`config.mk`:
```
export PLATFORM = sky130hd
export DESIGN_NAME = pm_min_selector_flat
export DESIGN_NICKNAME = d
export VERILOG_FILES = /design/src/rtl/pm_min_selector_if.sv /design/src/rtl/pm_min_selector.sv /design/src/flat_wrapper.sv
export SDC_FILE = /design/constraint.sdc
export NUM_CORES = 1
export LEC_CHECK = 0
export ABC_AREA = 1
export BUFFER_PORTS_ARGS = -buffer_cell sky130_fd_sc_hd__buf_2
export CAP_MARGIN = 20
export CORE_MARGIN = 2
export CORE_UTILIZATION = 47
export DETAILED_ROUTE_END_ITERATION = 8
export PLACE_DENSITY = 0.77
export SLEW_MARGIN = 20
export SYNTH_ARGS = -nofsm -noshare
export SYNTH_HDL_FRONTEND = slang
export SYNTH_SLANG_ARGS = --single-unit
```
`constraint.sdc`:
```
create_clock -name clk -period 0.8 [get_ports clk]
set_input_delay 0 -clock clk [delete_from_list [all_inputs] [get_ports clk]]
set_output_delay 0 -clock clk [all_outputs]
set_load 0.1 [all_outputs]
```
`src/rtl/pm_min_selector_if.sv`:
```
// Bundle of the path-metric selector's input metrics and registered result.
// Valid-only handshake: in_valid qualifies pm0..pm3 for one cycle; out_valid marks one result, no ready/backpressure.
interface pm_min_selector_if #(
   parameter int PM_WIDTH = 4
);
   logic                in_valid;
   logic [PM_WIDTH-1:0] pm0;
   logic [PM_WIDTH-1:0] pm1;
   logic [PM_WIDTH-1:0] pm2;
   logic [PM_WIDTH-1:0] pm3;
   logic                d0;
   logic                d1;
   logic [PM_WIDTH-1:0] min_pm;
   logic                out_valid;

   modport master (
      output in_valid, pm0, pm1, pm2, pm3,
      input  d0, d1, min_pm, out_valid
   );

   modport slave (
      input  in_valid, pm0, pm1, pm2, pm3,
      output d0, d1, min_pm, out_valid
   );
endinterface

```
`src/rtl/pm_min_selector.sv`:
```
// Picks the smallest of four unsigned path metrics (lowest index wins ties)
// and registers its 2-bit index and value with one cycle of latency.
module pm_min_selector #(
   parameter int PM_WIDTH = 4
) (
   input  logic                  clk,
   input  logic                  rst_n,
   pm_min_selector_if.slave      bus
);

   logic                sel_a;
   logic [PM_WIDTH-1:0] win_a;
   logic                sel_b;
   logic [PM_WIDTH-1:0] win_b;
   logic                sel_top;

   logic [1:0]          idx_d,       idx_q;
   logic [PM_WIDTH-1:0] min_pm_d,    min_pm_q;
   logic                out_valid_d, out_valid_q;

   // Strict less-than at every node keeps the lower index on ties.
   always_comb begin
      sel_a = 1'b0;
      win_a = bus.pm0;
      if (bus.pm1 < bus.pm0) begin
         sel_a = 1'b1;
         win_a = bus.pm1;
      end

      sel_b = 1'b0;
      win_b = bus.pm2;
      if (bus.pm3 < bus.pm2) begin
         sel_b = 1'b1;
         win_b = bus.pm3;
      end

      sel_top = (win_b < win_a);
   end

   always_comb begin
      idx_d       = idx_q;
      min_pm_d    = min_pm_q;
      out_valid_d = bus.in_valid;
      if (bus.in_valid) begin
         if (sel_top) begin
            idx_d    = {1'b1, sel_b};
            min_pm_d = win_b;
         end else begin
            idx_d    = {1'b0, sel_a};
            min_pm_d = win_a;
         end
      end
   end

   always_ff @(posedge clk or negedge rst_n) begin
      if (!rst_n) begin
         idx_q       <= '0;
         min_pm_q    <= '0;
         out_valid_q <= 1'b0;
      end else begin
         idx_q       <= idx_d;
         min_pm_q    <= min_pm_d;
         out_valid_q <= out_valid_d;
      end
   end

   assign bus.d0        = idx_q[0];
   assign bus.d1        = idx_q[1];
   assign bus.min_pm    = min_pm_q;
   assign bus.out_valid = out_valid_q;

endmodule

```
`src/flat_wrapper.sv`:
```
// flat-port wrapper written by rule: the top's interface ports become plain ports
module pm_min_selector_flat 
#(
   parameter int PM_WIDTH = 4
)
  (clk, rst_n, bus_in_valid, bus_pm0, bus_pm1, bus_pm2, bus_pm3, bus_d0, bus_d1, bus_min_pm, bus_out_valid);
  pm_min_selector_if #(.PM_WIDTH(PM_WIDTH)) bus_i ();
  input  logic clk;
  input  logic rst_n;
  input wire logic [$bits(bus_i.in_valid)-1:0] bus_in_valid;
  input wire logic [$bits(bus_i.pm0)-1:0] bus_pm0;
  input wire logic [$bits(bus_i.pm1)-1:0] bus_pm1;
  input wire logic [$bits(bus_i.pm2)-1:0] bus_pm2;
  input wire logic [$bits(bus_i.pm3)-1:0] bus_pm3;
  output wire logic [$bits(bus_i.d0)-1:0] bus_d0;
  output wire logic [$bits(bus_i.d1)-1:0] bus_d1;
  output wire logic [$bits(bus_i.min_pm)-1:0] bus_min_pm;
  output wire logic [$bits(bus_i.out_valid)-1:0] bus_out_valid;
  assign bus_i.in_valid = bus_in_valid;
  assign bus_i.pm0 = bus_pm0;
  assign bus_i.pm1 = bus_pm1;
  assign bus_i.pm2 = bus_pm2;
  assign bus_i.pm3 = bus_pm3;
  assign bus_d0 = bus_i.d0;
  assign bus_d1 = bus_i.d1;
  assign bus_min_pm = bus_i.min_pm;
  assign bus_out_valid = bus_i.out_valid;
  pm_min_selector #(.PM_WIDTH(PM_WIDTH)) u_core (.clk(clk), .rst_n(rst_n), .bus(bus_i));
endmodule
```
==> results of run 1 <==
## Yosys cell counts
library cell	number	share of area
dfrtp_1	7	0.25
ha_1	11	0.20
a21oi_4	1	0.024
nand3_1	10	0.073
inv_1	16	0.087
o21ai_1	1	0.0073
a21oi_1	1	0.0073
nand2_2	3	0.027
inv_2	3	0.016
o21ai_0	5	0.036
a21oi_2	1	0.013
nand2_4	3	0.049
clkinv_1	1	0.0054
nand2_1	37	0.20
## logic make-up after synthesis
group	Yosys count	share of synthesized area
simple gates	53	0.350
flops	7	0.254
compound gates	9	0.0871
fa+ha+maj	11	0.200
buf+inv	20	0.109
## per-stage QoR
step / area, um^2 / worst slack, ps
detailed placement: 1240 / -1130
global placement: 1240 / -966
floorplan: 837 / -705
==> impl_metrics.json, run 1 <==
{
  "netlist_instances": 100,
  "ios": 26,
  "stop_stage": "clock tree synthesis",
  "synth_area_um2": 689,
  "cts_buffers": 3,
  "synth-seq-cells": 7,
  "hpwl_um": 2190,
  "hold_buffers": 2,
  "dp.cells": 161,
  "synthDistinctLibCells": 14,
  "die_h_um": 42.3,
  "htree_levels": 1,
  "syn-mean-instance-area_um2": 6.89,
  "clockBufferDepth": 2,
  "cts_setup_buffers": 9,
  "rows": 13,
  "yosys_warnings": 0,
  "yosysSeqAreaShare": 0.254,
  "error": "[ERROR DPL-0038] Utilization greater than 100%, impossible to legalize",
  "cts.sinks": 7,
  "die_w_um": 42.3,
  "syn_nets": 130,
  "portBuffers": 25,
  "outcome": "stopped before the end",
  "gp_congestion": 0.816,
  "clockRootBuffer": "clkbuf_4",
  "initial_utilization": 0.517,
  "cts_resized": 41
}
==> run 2, diff against run 1 <==
CORE_AREA = 2 2 63 65   (was unset)
CORE_MARGIN = unset   (was 2)
CORE_UTILIZATION = unset   (was 47)
DIE_AREA = 0 0 65 67   (was unset)
PLACE_DENSITY = unset   (was 0.77)
PLACE_DENSITY_LB_ADDON = 0.15   (was unset)
==> run 2 against run 1 <==
  * The flow now finishes, with violations (setup timing)
  * Area after synthesis is the same
  * Synthesized cell count stayed put
==> impl_metrics.json, run 2 <==
{
  "outcome": "finished, violations left",
  "violations": "setup timing",
  "async_flop_share": 1.00,
  "grt_pass1_vias": 840,
  "crit_type": "in -> reg",
  "drtIter0Drc": 10,
  "setup_tns_ps": -3920,
  "finalClockSkew_ps": 0,
  "synth-edff-count": 0,
  "placed_cell_area_um2": 1300,
  "end_kind": "flop",
  "core_area_um2": 3610,
  "synth.top_cell.area_share": 0.254,
  "ios": 26,
  "synth_area_um2": 689,
  "synthTopCellsByCount": "37 x nand2_1, 16 x inv_1, 11 x ha_1",
  "nNetsFinal": 192,
  "cts_buffers": 3,
  "clk_latency_ps": 220,
  "layout-drive-gt1-share": 0.758,
  "clockRootBuffer": "clkbuf_8",
  "rsz0062_at_grt": "yes",
  "firstDrtPassIters": 2,
  "startpoint_type": "input pin",
  "grt_util_all_layers": 0.0953,
  "antenna_found_initial": 0,
  "gp_congestion": 0.768,
  "dieArea_um2": 4360,
  "syn-mean-instance-area_um2": 6.89,
  "initial_utilization": 0.191,
  "synth-seq-cells": 7,
  "finalHoldViolations": 0,
  "synth_area_leaders": "dfrtp_1 25%, nand2_1 20%, ha_1 20%",
  "finalMaxSlewViolations": 0,
  "leakage_uw": 0.000797,
  "wl_um": 1840,
  "synthDistinctLibCells": 14,
  "drcViolationCount": 0,
  "r2r_slack_ps": 140,
  "peakVddDrop_mv": 0.488,
  "yosys_warnings": 0,
  "min_period_ps": 1470,
  "stdcell_area_um2": 1610,
  "grt_first_pass_wirelength_um": 3310,
  "maxSlewHeadroom": 0.806,
  "fin_crit_sh": 1.83,
  "yosysMostFrequentCell": "nand2_1",
  "die_h_um": 67,
  "hold_class": "in -> reg",
  "synth_largest_area_cell": "dfrtp_1",
  "worst-path-max-fanout": 5,
  "overflow": 0,
  "grt_max_degree": 8,
  "drv_cap": 0,
  "crit_required_ps": 910,
  "rows": 22,
  "path_clk_slew_ps": 40,
  "yosysSeqAreaShare": 0.254,
  "clockBufferDepth": 2,
  "final_common_cell": "buf_4",
  "postRouteAntennaNets": 0,
  "portBuffers": 25,
  "layout_common_cells": "30 x buf_4, 22 x nand2_1, 13 x nand2_2, 13 x buf_2, 9 x inv_2",
  "max_freq_ghz": 0.682,
  "syn_nets": 130,
  "p_per_area_nw_per_um2": 1730,
  "diodes": 0,
  "vias": 790,
  "instances_no_fill": 209,
  "htree_levels": 1,
  "setup_viol": 12,
  "synthToLayoutAreaGrowth_pct": 134,
  "cts.sinks": 7,
  "crit_arrival_ps": 1580,
  "synth_ff_type": "dfrtp_1",
  "largest_reg_flops": 4,
  "fin_util": 0.447,
  "hpwl_um": 1510,
  "die_w_um": 65,
  "fin_ws_ps": -667,
  "wire_per_inst_um": 8.81,
  "dp.cells": 196,
  "worst_slew_pin_slew_ps": 290,
  "cts_tree": "done",
  "avgViaCountPerCell": 3.78,
  "netlist_instances": 100
}
==> run 2: per-stage QoR <==
step / setup WS (ps) / total power [uW] / hold WS (ps)
after floorplan: -705 / 1450 / -296
after CTS: -666 / 2690 / 69.5
final: -667 / 2790 / 78.1
after global placement: -1010 / 2050 / -161
after detailed placement: -1050 / 2060 / -155
after global routing: -765 / 2970 / 100
==> run 2: worst max-delay path: stages <==
cell and delay [ps]:
buf_8 100, ha_4 240, a21oi_4 200, nand2_8 100
o21ai_4 150, inv_2 60, ha_4 260, nand2_2 40
nand2_2 70, nand2_4 80, nand2_4 90, nand2_1 50
nand3_1 70, nand2_1 50
==> run 2: cells by family after synthesis <==
kind of cell | after synthesis | synth area share
and+or+nand+nor | 53 | 0.350
adders and majority gates | 11 | 0.200
AOI/OAI and AO/OA | 9 | 0.0871
buffers and inverters | 20 | 0.109
DFF | 7 | 0.254
==> run 2: worst paths after layout <==
| kind | start | endpoint | depth (start not counted) |
|---|---|---|---|
| max in group asynchronous | rst_n | u_core.bus.min_pm[0] | 2 |
| min reg2reg | u_core.bus.min_pm[1] | u_core.bus.min_pm[1] | 2 |
| max reg2reg | u_core.idx_q[1] | u_core.idx_q[1] | 2 |
| min | bus_in_valid | u_core.bus.min_pm[2] | 3 |
| max | bus_pm3[3] | u_core.idx_q[0] | 14 |
| min in group asynchronous | rst_n | u_core.bus.out_valid | 2 |
==> run 2: timing repair <==
item,CTS,global route
hold buffers,2,0
resized for setup,26,20
buffers inserted,4,3
setup endpoints to repair,13,13
endpoints found under the hold margin,8,0
pin swaps,11,11
==> run 2: power breakdown <==
group / leakage (uW) / internal (uW) / switching, uW
clock network: 0.0000228 / 344 / 141
registers: 0.0000765 / 435 / 68.4
logic: 0.000697 / 771 / 1030
==> run 2: metal layers <==
layer,track usage,routed length (um)
met5,0,0
met2,0.170,934
met1,0.111,813
met3,0.0186,83
met4,0.0399,10
==> run 2: area by class of cell <==
class,count,area [um^2]
inverter,20,96.3
sequential,7,184
fill,352,1990
timing repair buffer,57,514
tap,48,60.1
clock buffer,4,45.0
multi-input combinational,73,713
Power figures use the tool's default switching activity.
